`config.mk`:
```
export PLATFORM = sky130hd
export DESIGN_NAME = mem_loader_ram_flat
export DESIGN_NICKNAME = d
export VERILOG_FILES = /design/src/rtl/mem_loader_ram_if.sv /design/src/rtl/mem_loader_ram.sv /design/src/flat_wrapper.sv
export SDC_FILE = /design/constraint.sdc
export NUM_CORES = 2
export LEC_CHECK = 0
export BUFFER_PORTS_ARGS = -buffer_cell sky130_fd_sc_hd__buf_2
export CELL_PAD_IN_SITES_DETAIL_PLACEMENT = 1
export CELL_PAD_IN_SITES_GLOBAL_PLACEMENT = 1
export CORE_MARGIN = 2
export CORE_UTILIZATION = 60
export CTS_CLUSTER_DIAMETER = 40
export DETAILED_ROUTE_END_ITERATION = 8
export GPL_TIMING_DRIVEN = 1
export PLACE_DENSITY_LB_ADDON = 0.1
export RECOVER_POWER = 25
export SYNTH_ARGS = -nofsm -noshare
export SYNTH_HDL_FRONTEND = slang
export SYNTH_SLANG_ARGS = --single-unit
```
`constraint.sdc`:
```
create_clock -name clk -period 9.8 [get_ports clk]
set_clock_uncertainty 0.15 [all_clocks]
set_input_delay 0.98 -clock clk [delete_from_list [all_inputs] [get_ports clk]]
set_output_delay 0.98 -clock clk [all_outputs]
set_load 0.1 [all_outputs]
```
`src/rtl/mem_loader_ram_if.sv`:
```
// Loader byte stream and core memory bus shared by the RAM and whatever drives it.
interface mem_loader_ram_if #(
   parameter int unsigned WIDTH = 8
);
   // Loader stream
   logic             load_valid;
   logic [WIDTH-1:0] load_data;
   logic             load_last;
   logic             load_ready;
   // Core bus
   logic             memread;
   logic             memwrite;
   logic [WIDTH-1:0] adr;
   logic [WIDTH-1:0] writedata;
   logic [WIDTH-1:0] memdata;

   modport master (
      output load_valid, load_data, load_last, memread, memwrite, adr, writedata,
      input  load_ready, memdata
   );

   modport slave (
      input  load_valid, load_data, load_last, memread, memwrite, adr, writedata,
      output load_ready, memdata
   );
endinterface

```
`src/rtl/mem_loader_ram.sv`:
```
// Byte-wide program/data RAM for the multicycle core. Loads an image over a valid/ready
// stream while holding the core in reset, then serves the core bus with one mapped I/O byte.
module mem_loader_ram #(
   parameter int unsigned      WIDTH = 8,
   parameter logic [WIDTH-1:0] IOADR = {WIDTH{1'b1}}
) (
   input  logic               clk,
   input  logic               reset,
   mem_loader_ram_if.slave    bus,
   input  logic               reload,
   output logic               cpu_reset,
   input  logic [WIDTH-1:0]   io_in,
   output logic [WIDTH-1:0]   io_out,
   output logic [WIDTH:0]     load_count
);

   localparam int unsigned   Depth  = 2 ** WIDTH;
   localparam logic [WIDTH:0] PtrOne = {{WIDTH{1'b0}}, 1'b1};

   typedef enum logic [1:0] {StLoad, StFlush, StRun} state_e;

   state_e           state_q, state_d;
   // One bit wider than the address so a full image ends at Depth without wrapping.
   logic [WIDTH:0]   ptr_q, ptr_d;
   logic [WIDTH-1:0] io_out_q, io_out_d;
   logic [WIDTH-1:0] mem_q [Depth];

   logic             mem_we;
   logic [WIDTH-1:0] mem_waddr;
   logic [WIDTH-1:0] mem_wdata;

   // The read strobe carries no information for an always-readable async RAM.
   logic unused_memread;
   assign unused_memread = bus.memread;

   // Next-state, RAM write port and bus outputs for the load/flush/run sequence.
   always_comb begin
      state_d        = state_q;
      ptr_d          = ptr_q;
      io_out_d       = io_out_q;
      mem_we         = 1'b0;
      mem_waddr      = ptr_q[WIDTH-1:0];
      mem_wdata      = bus.load_data;
      bus.load_ready = 1'b0;
      bus.memdata    = '0;
      cpu_reset      = 1'b1;

      unique case (state_q)
         StLoad: begin
            bus.load_ready = 1'b1;
            if (bus.load_valid) begin
               mem_we = 1'b1;
               ptr_d  = ptr_q + PtrOne;
               if (bus.load_last || (ptr_q[WIDTH-1:0] == {WIDTH{1'b1}})) begin
                  state_d = StFlush;
               end
            end
         end
         // Guarantees the core sees cpu_reset on at least one edge after the last byte.
         StFlush: begin
            state_d = StRun;
         end
         StRun: begin
            cpu_reset   = 1'b0;
            bus.memdata = (bus.adr == IOADR) ? io_in : mem_q[bus.adr];
            if (bus.memwrite) begin
               if (bus.adr == IOADR) begin
                  io_out_d = bus.writedata;
               end else begin
                  mem_we    = 1'b1;
                  mem_waddr = bus.adr;
                  mem_wdata = bus.writedata;
               end
            end
            if (reload) begin
               state_d = StLoad;
               ptr_d   = '0;
            end
         end
         default: begin
            state_d = StLoad;
         end
      endcase
   end

   // Control state; RAM contents are deliberately outside the reset domain.
   always_ff @(posedge clk or negedge reset) begin
      if (!reset) begin
         state_q  <= StLoad;
         ptr_q    <= '0;
         io_out_q <= '0;
      end else begin
         state_q  <= state_d;
         ptr_q    <= ptr_d;
         io_out_q <= io_out_d;
      end
   end

   // RAM write port; reads are asynchronous so same-cycle reads see the old byte.
   always_ff @(posedge clk) begin
      if (mem_we) begin
         mem_q[mem_waddr] <= mem_wdata;
      end
   end

   // Bytes loaded equals the load pointer, which only moves on accepted bytes.
   assign load_count = ptr_q;
   assign io_out     = io_out_q;

endmodule

```
`src/flat_wrapper.sv`:
```
// flat-port wrapper written by rule: the top's interface ports become plain ports
module mem_loader_ram_flat 
#(
   parameter int unsigned      WIDTH = 8,
   parameter logic [WIDTH-1:0] IOADR = {WIDTH{1'b1}}
)
  (clk, reset, reload, cpu_reset, io_in, io_out, load_count, bus_load_valid, bus_load_data, bus_load_last, bus_memread, bus_memwrite, bus_adr, bus_writedata, bus_load_ready, bus_memdata);
  mem_loader_ram_if #(.WIDTH(WIDTH)) bus_i ();
  input  logic clk;
  input  logic reset;
  input  logic reload;
  output logic cpu_reset;
  input  logic [WIDTH-1:0] io_in;
  output logic [WIDTH-1:0] io_out;
  output logic [WIDTH:0] load_count;
  input wire logic [$bits(bus_i.load_valid)-1:0] bus_load_valid;
  input wire logic [$bits(bus_i.load_data)-1:0] bus_load_data;
  input wire logic [$bits(bus_i.load_last)-1:0] bus_load_last;
  input wire logic [$bits(bus_i.memread)-1:0] bus_memread;
  input wire logic [$bits(bus_i.memwrite)-1:0] bus_memwrite;
  input wire logic [$bits(bus_i.adr)-1:0] bus_adr;
  input wire logic [$bits(bus_i.writedata)-1:0] bus_writedata;
  output wire logic [$bits(bus_i.load_ready)-1:0] bus_load_ready;
  output wire logic [$bits(bus_i.memdata)-1:0] bus_memdata;
  assign bus_i.load_valid = bus_load_valid;
  assign bus_i.load_data = bus_load_data;
  assign bus_i.load_last = bus_load_last;
  assign bus_i.memread = bus_memread;
  assign bus_i.memwrite = bus_memwrite;
  assign bus_i.adr = bus_adr;
  assign bus_i.writedata = bus_writedata;
  assign bus_load_ready = bus_i.load_ready;
  assign bus_memdata = bus_i.memdata;
  mem_loader_ram #(.WIDTH(WIDTH), .IOADR(IOADR)) u_core (.clk(clk), .reset(reset), .bus(bus_i), .reload(reload), .cpu_reset(cpu_reset), .io_in(io_in), .io_out(io_out), .load_count(load_count));
endmodule
```
* Word level (Yosys, flattened, before mapping)
Memories as Yosys holds them, arrays and structs flattened.
Index checks and enable logic that the tools add are counted.
** Storage, ports and cells
- Register bits :: 19
- Latch bits :: 0
- RAM bits :: 2048
- ROM bits :: 0
- Input port bits :: 39
- Output and inout port bits :: 27
- Memories :: 1
** Operators by class
- Add/sub/neg operators :: 1
- $mul :: 0
- Divide/modulo/power cells :: 0
- $lt $le $gt $ge :: 0
- Eq/ne operators :: 7
- Shift operators :: 0
- Muxes and demuxes :: 23
- Bitwise logic cells :: 0
- Reductions and logical operators :: 6
** Memory list
- u_core.mem_q :: depth 256, width 8, rd ports 1, clocked after Yosys merged registers in 0, write ports 1, RTL line mem_loader_ram.sv:26 : logic [WIDTH-1:0] mem_q [Depth];
** Operators by type and width (count)
- $mux 8 :: 8
- $mux 9 :: 2
- $pmux 9 s2 :: 1
- $eq 8x8->1 const B :: 2
- $add 9x1->9 const B :: 1
- $reduce_and 3->1 :: 3
- $mux 1 :: 7
- $mux 2 :: 3
- $pmux 2 s3 :: 1
- $ne 2x2->1 const B :: 2
- $eq 2x1->1 const B :: 1
- $eq 2x2->1 const B :: 1
- $logic_not 2->1 :: 1
- $ne 2x1->1 const B :: 1
- $pmux 1 s2 :: 1
- $reduce_bool 2->1 :: 1
- $logic_or 1x1->1 :: 1

* Longest topological paths before layout
- Word-level depth :: 6
- Mapped depth :: 13
- Gate-level depth less buffers :: 7

* Worst setup path after synthesis
No wires, ideal clock.
- Path type :: input to register
- From :: in bus_adr[0]
- To :: mem u_core.mem_q[0][0] (data pin)
- Setup time :: 0.825 ns
- Data arrival time :: 5.173 ns
- Required time :: 8.825 ns
- Path slack :: 3.653 ns
- Cell stages on the path :: 9
- Path buffers :: 4
- Path through :: buf_6 -> buf_12 -> buf_6 -> nand3_2 -> or3_4 -> nand2_1 -> buf_2 -> nand2_1 -> nand2_1
** Between the ends
- Longest elaborated chain between the ends :: 4
** RTL lines
- start, declared :: RTL line flat_wrapper.sv:21 : input wire logic [$bits(bus_i.adr)-1:0] bus_adr;
- $eq 8x8->1 :: RTL line mem_loader_ram.sv:67 : if (bus.adr == IOADR) begin
- $mux 8 :: RTL line mem_loader_ram.sv:67
- $mux 8 :: RTL line mem_loader_ram.sv:66 : if (bus.memwrite) begin
- $mux 8 :: RTL line mem_loader_ram.sv:48 : unique case (state_q)
- via u_core.mem_wdata[0] :: RTL line mem_loader_ram.sv:30 : logic [WIDTH-1:0] mem_wdata;
- end, declared :: RTL line mem_loader_ram.sv:26
The timed path passes the listed nets, and every way through them passes these cells.

* Worst setup path after layout
- From :: in bus_adr[1]
- To :: mem u_core.mem_q[42][5] (enable)
** Between the ends
- Longest elaborated chain between the ends :: 6
** RTL lines
- $eq 8x8->1 :: RTL line mem_loader_ram.sv:67
- $mux 1 :: RTL line mem_loader_ram.sv:67
- $mux 1 :: RTL line mem_loader_ram.sv:66
- $pmux 1 s2 :: RTL line mem_loader_ram.sv:48
- $mux 1 :: RTL line mem_loader_ram.sv:101 : if (mem_we) begin
- $mux 1 (not written as such) :: RTL line mem_loader_ram.sv:102 : mem_q[mem_waddr] <= mem_wdata;
Parallel ways exist; a longest one is shown, timed or not.

==> impl_metrics.ini <==
[global_routing]
grt_start_max_net_pins = 205
grt-ovfl-total = 0
grt_pass1_vias = 44830
antenna_found_initial = 15
grt_use_total_pct = 34.02
grt_pass1_wl_um = 330400

[routing]
vias = 43390
firstDrtPassIters = 6
drt_iter0_drc = 5815
drc = 0
vias_per_cell = 7.021
antenna_left = 0
totalWireLength_um = 233100
wl_per_cell_um = 37.73

[sta]
tightest_slew_ns = 2.973
setup_viol = 0
rsz0062_at_grt = no
hold_viol_final = 0
tns_ns = 0
slew_viol_final = 133
relSlewSlack_pct = -98.23
holdWs_ns = 0.2149
post-route-min-period_ns = 8.413
finalCritPeriodShare_pct = 85.85
fmax_mhz = 118.9

[pwr]
p_leak_nw = 28.87
vdd_drop_max_v = 0.0001742
p_int_mw = 15.44
comb_power_share_pct = 7.8
finalPower_mw = 20.37
seq_power_share_pct = 49.0
p_switching_mw = 4.924
clkPwrFrac_pct = 43.2
swShare_pct = 24.18
power_density_nw_per_um2 = 223.8

[layout]
nets = 4234
layout-drive-gt1-share_pct = 21.59
postLayoutCellArea_um2 = 91020
final_cell_mix = edfxtp_1 (2048), mux4_2 (398), nor2_1 (323), mux2i_1 (262), clkbuf_16 (236)
n_fill_cell = 10750
post_layout_nonfiller_instances = 6179
synthToLayoutAreaGrowth_pct = 11.74
final_common_cell = edfxtp_1

[clock_tree]
htree_levels = 4
cts.clk_slew.worst_paths_ns = 0.06
clock-sinks = 2067
clk_latency_ns = 0.86
cts_tree = built
cts_buffers = 232
ctsResizeCount = 0
cts_buffer_depth = 3
cts_root_buffer = clkbuf_16

[yosys]
synth_edf_count = 2048
yosys_warnings = 0
syn_area_per_cell_um2 = 20.03
synth_seq_area_share_pct = 76.08
synth.distinct_cells = 74
synth_ff_type = edfxtp_1
syn_nets = 4107
synthArstFlopShare_pct = 0.9192
synth_seq_cells = 2067
netlist_area_um2 = 81460
netlist_instances = 4067

[die]
rows = 135
die_w_um = 372.5
start_util_pct = 60.28
die-area_um2 = 138700
io_pins = 66
dieHeight_um = 372.5
core_um2 = 135100

[worst_setup_path]
crit_fanout = 60
path_class = in -> reg
cp.required_ns = 9.99
path_cells = buf_8, nand2_1, clkbuf_1, or3_1, o22ai_1, nand2_1, o21ai_0, nand2_2, clkbuf_1, nor2_1
max_stage_delay_ns = 2.11
start_kind = primary input
end_kind = flip-flop
slowest_stage = clkbuf_1
arrival_ns = 8.60

[placed_design]
placed_cell_area_um2 = 83300
dp.cells = 5740
portBuffers = 64
hpwl_um = 137100
gp_congestion = 0.8387

[run_status]
outcome = finished with violations
violations = max-capacitance violations, max-slew violations

[hold_path]
min_path_type = in -> reg

[run]
drv_cap = 4
-- state kept, by name (all words and copies together) (netlist names) --
name               count
u_core.state_q         2
u_core.io_out          8
u_core.mem_q        2048
u_core.load_count      9
-- final cells by class --
| class | count | area, um2 | area share (%) |
|---|---|---|---|
| antenna | 7 | 17.52 | 0.01925 |
| clock buffer | 264 | 6031 | 6.626 |
| clock inverter | 167 | 1745 | 1.918 |
| inverter | 6 | 30.03 | 0.03299 |
| multi-input combinational | 1744 | 17880 | 19.64 |
| sequential | 2067 | 61970 | 68.09 |
| tap | 1781 | 2228 | 2.448 |
| timing repair buffer | 143 | 1117 | 1.228 |
-- power by group through the flow --
stage	combinational [mW]	sequential [mW]	clock (mW)
floorplan	0.801	10.3	0
global placement	1.51	10.2	0
detailed placement	1.56	10.2	0
CTS	1.57	9.98	8.83
global route	1.63	9.98	9.13
finish	1.59	9.98	8.80
-- Yosys cell counts (26+ instances only) --
cell / count / area, um2
mux2i_1: 262 / 2623
a211oi_1: 26 / 195.2
a21oi_1: 70 / 350.3
a22oi_1: 38 / 285.3
o221ai_1: 104 / 910.9
o22ai_1: 61 / 381.6
nand2_1: 135 / 506.7
nor2_1: 323 / 1212
o21ai_0: 32 / 160.2
nor3_1: 53 / 265.3
buf_6: 36 / 405.4
mux4_2: 398 / 8964
clkbuf_1: 72 / 270.3
buf_4: 28 / 210.2
buf_2: 76 / 380.4
edfxtp_1: 2048 / 61500
-- worst paths after layout --
kind / slack [ns] / cells past startpoint / end / start
max reg2reg: 3.77 / 6 / u_core.mem_q[42][5]$_DFFE_PP_ / u_core.state_q[0]$_DFFE_PN0P_
max: 1.39 / 10 / u_core.mem_q[42][5]$_DFFE_PP_ / bus_adr[1]
max in group asynchronous: 7.89 / 2 / u_core.load_count[8]$_DFFE_PN0P_ / reset
min reg2reg: 0.36 / 1 / u_core.io_out[1]$_DFFE_PN0P_ / u_core.io_out[1]$_DFFE_PN0P_
min: 0.21 / 2 / u_core.state_q[1]$_DFFE_PN0P_ / reload
min in group asynchronous: 0.80 / 2 / u_core.io_out[2]$_DFFE_PN0P_ / reset
-- critical path, delay by kind of cell --
kind / cells / cell delay [ns]
AOI/OAI and AO/OA: 2 / 0.45
and+or+nand+nor: 5 / 3.70
buffers and inverters: 3 / 3.29
-- metrics by stage --
step	util (%)	setup slack, ns
final	67.36	1.387
after global routing	67.34	1.645
after CTS	67.41	3.137
after detailed placement	61.65	3.152
after global placement	61.65	3.164
after floorplan	-	3.653
-- kinds of logic (layout without fill, tap and decap cells) --
family / after synthesis / count (layout) / synth area share [%]
AO/OA/AOI/OAI: 428 / 428 / 3.838
XOR/XNOR: 7 / 7 / 0.07526
adder cells (fa/ha/maj): 1 / 1 / 0.01536
buffers and inverters: 256 / 580 / 2.060
flip-flops: 2067 / 2067 / 76.08
multiplexers: 683 / 683 / 14.60
other: 0 / 7 / 0
AND/OR/NAND/NOR: 625 / 625 / 3.335
-- routing by layer --
layer | vias up | part of all wire (%) | GRT usage (%) | wire length [um]
met5 | - | 0.027 | 0 | 63
met2 | 2746 | 48 | 53.50 | 112500
met4 | 8 | 4.6 | 14.87 | 10680
met3 | 577 | 10 | 7.650 | 23540
met1 | 22890 | 37 | 46.36 | 86390
li1 | 17160 | - | - | -
-- repair_timing --
item,in CTS,in global routing
hold buffers,1,0
setup endpoints to repair,0,0
setup buffers,0,0
hold endpoints to repair,19,0
(Power assumes the default switching activity.)
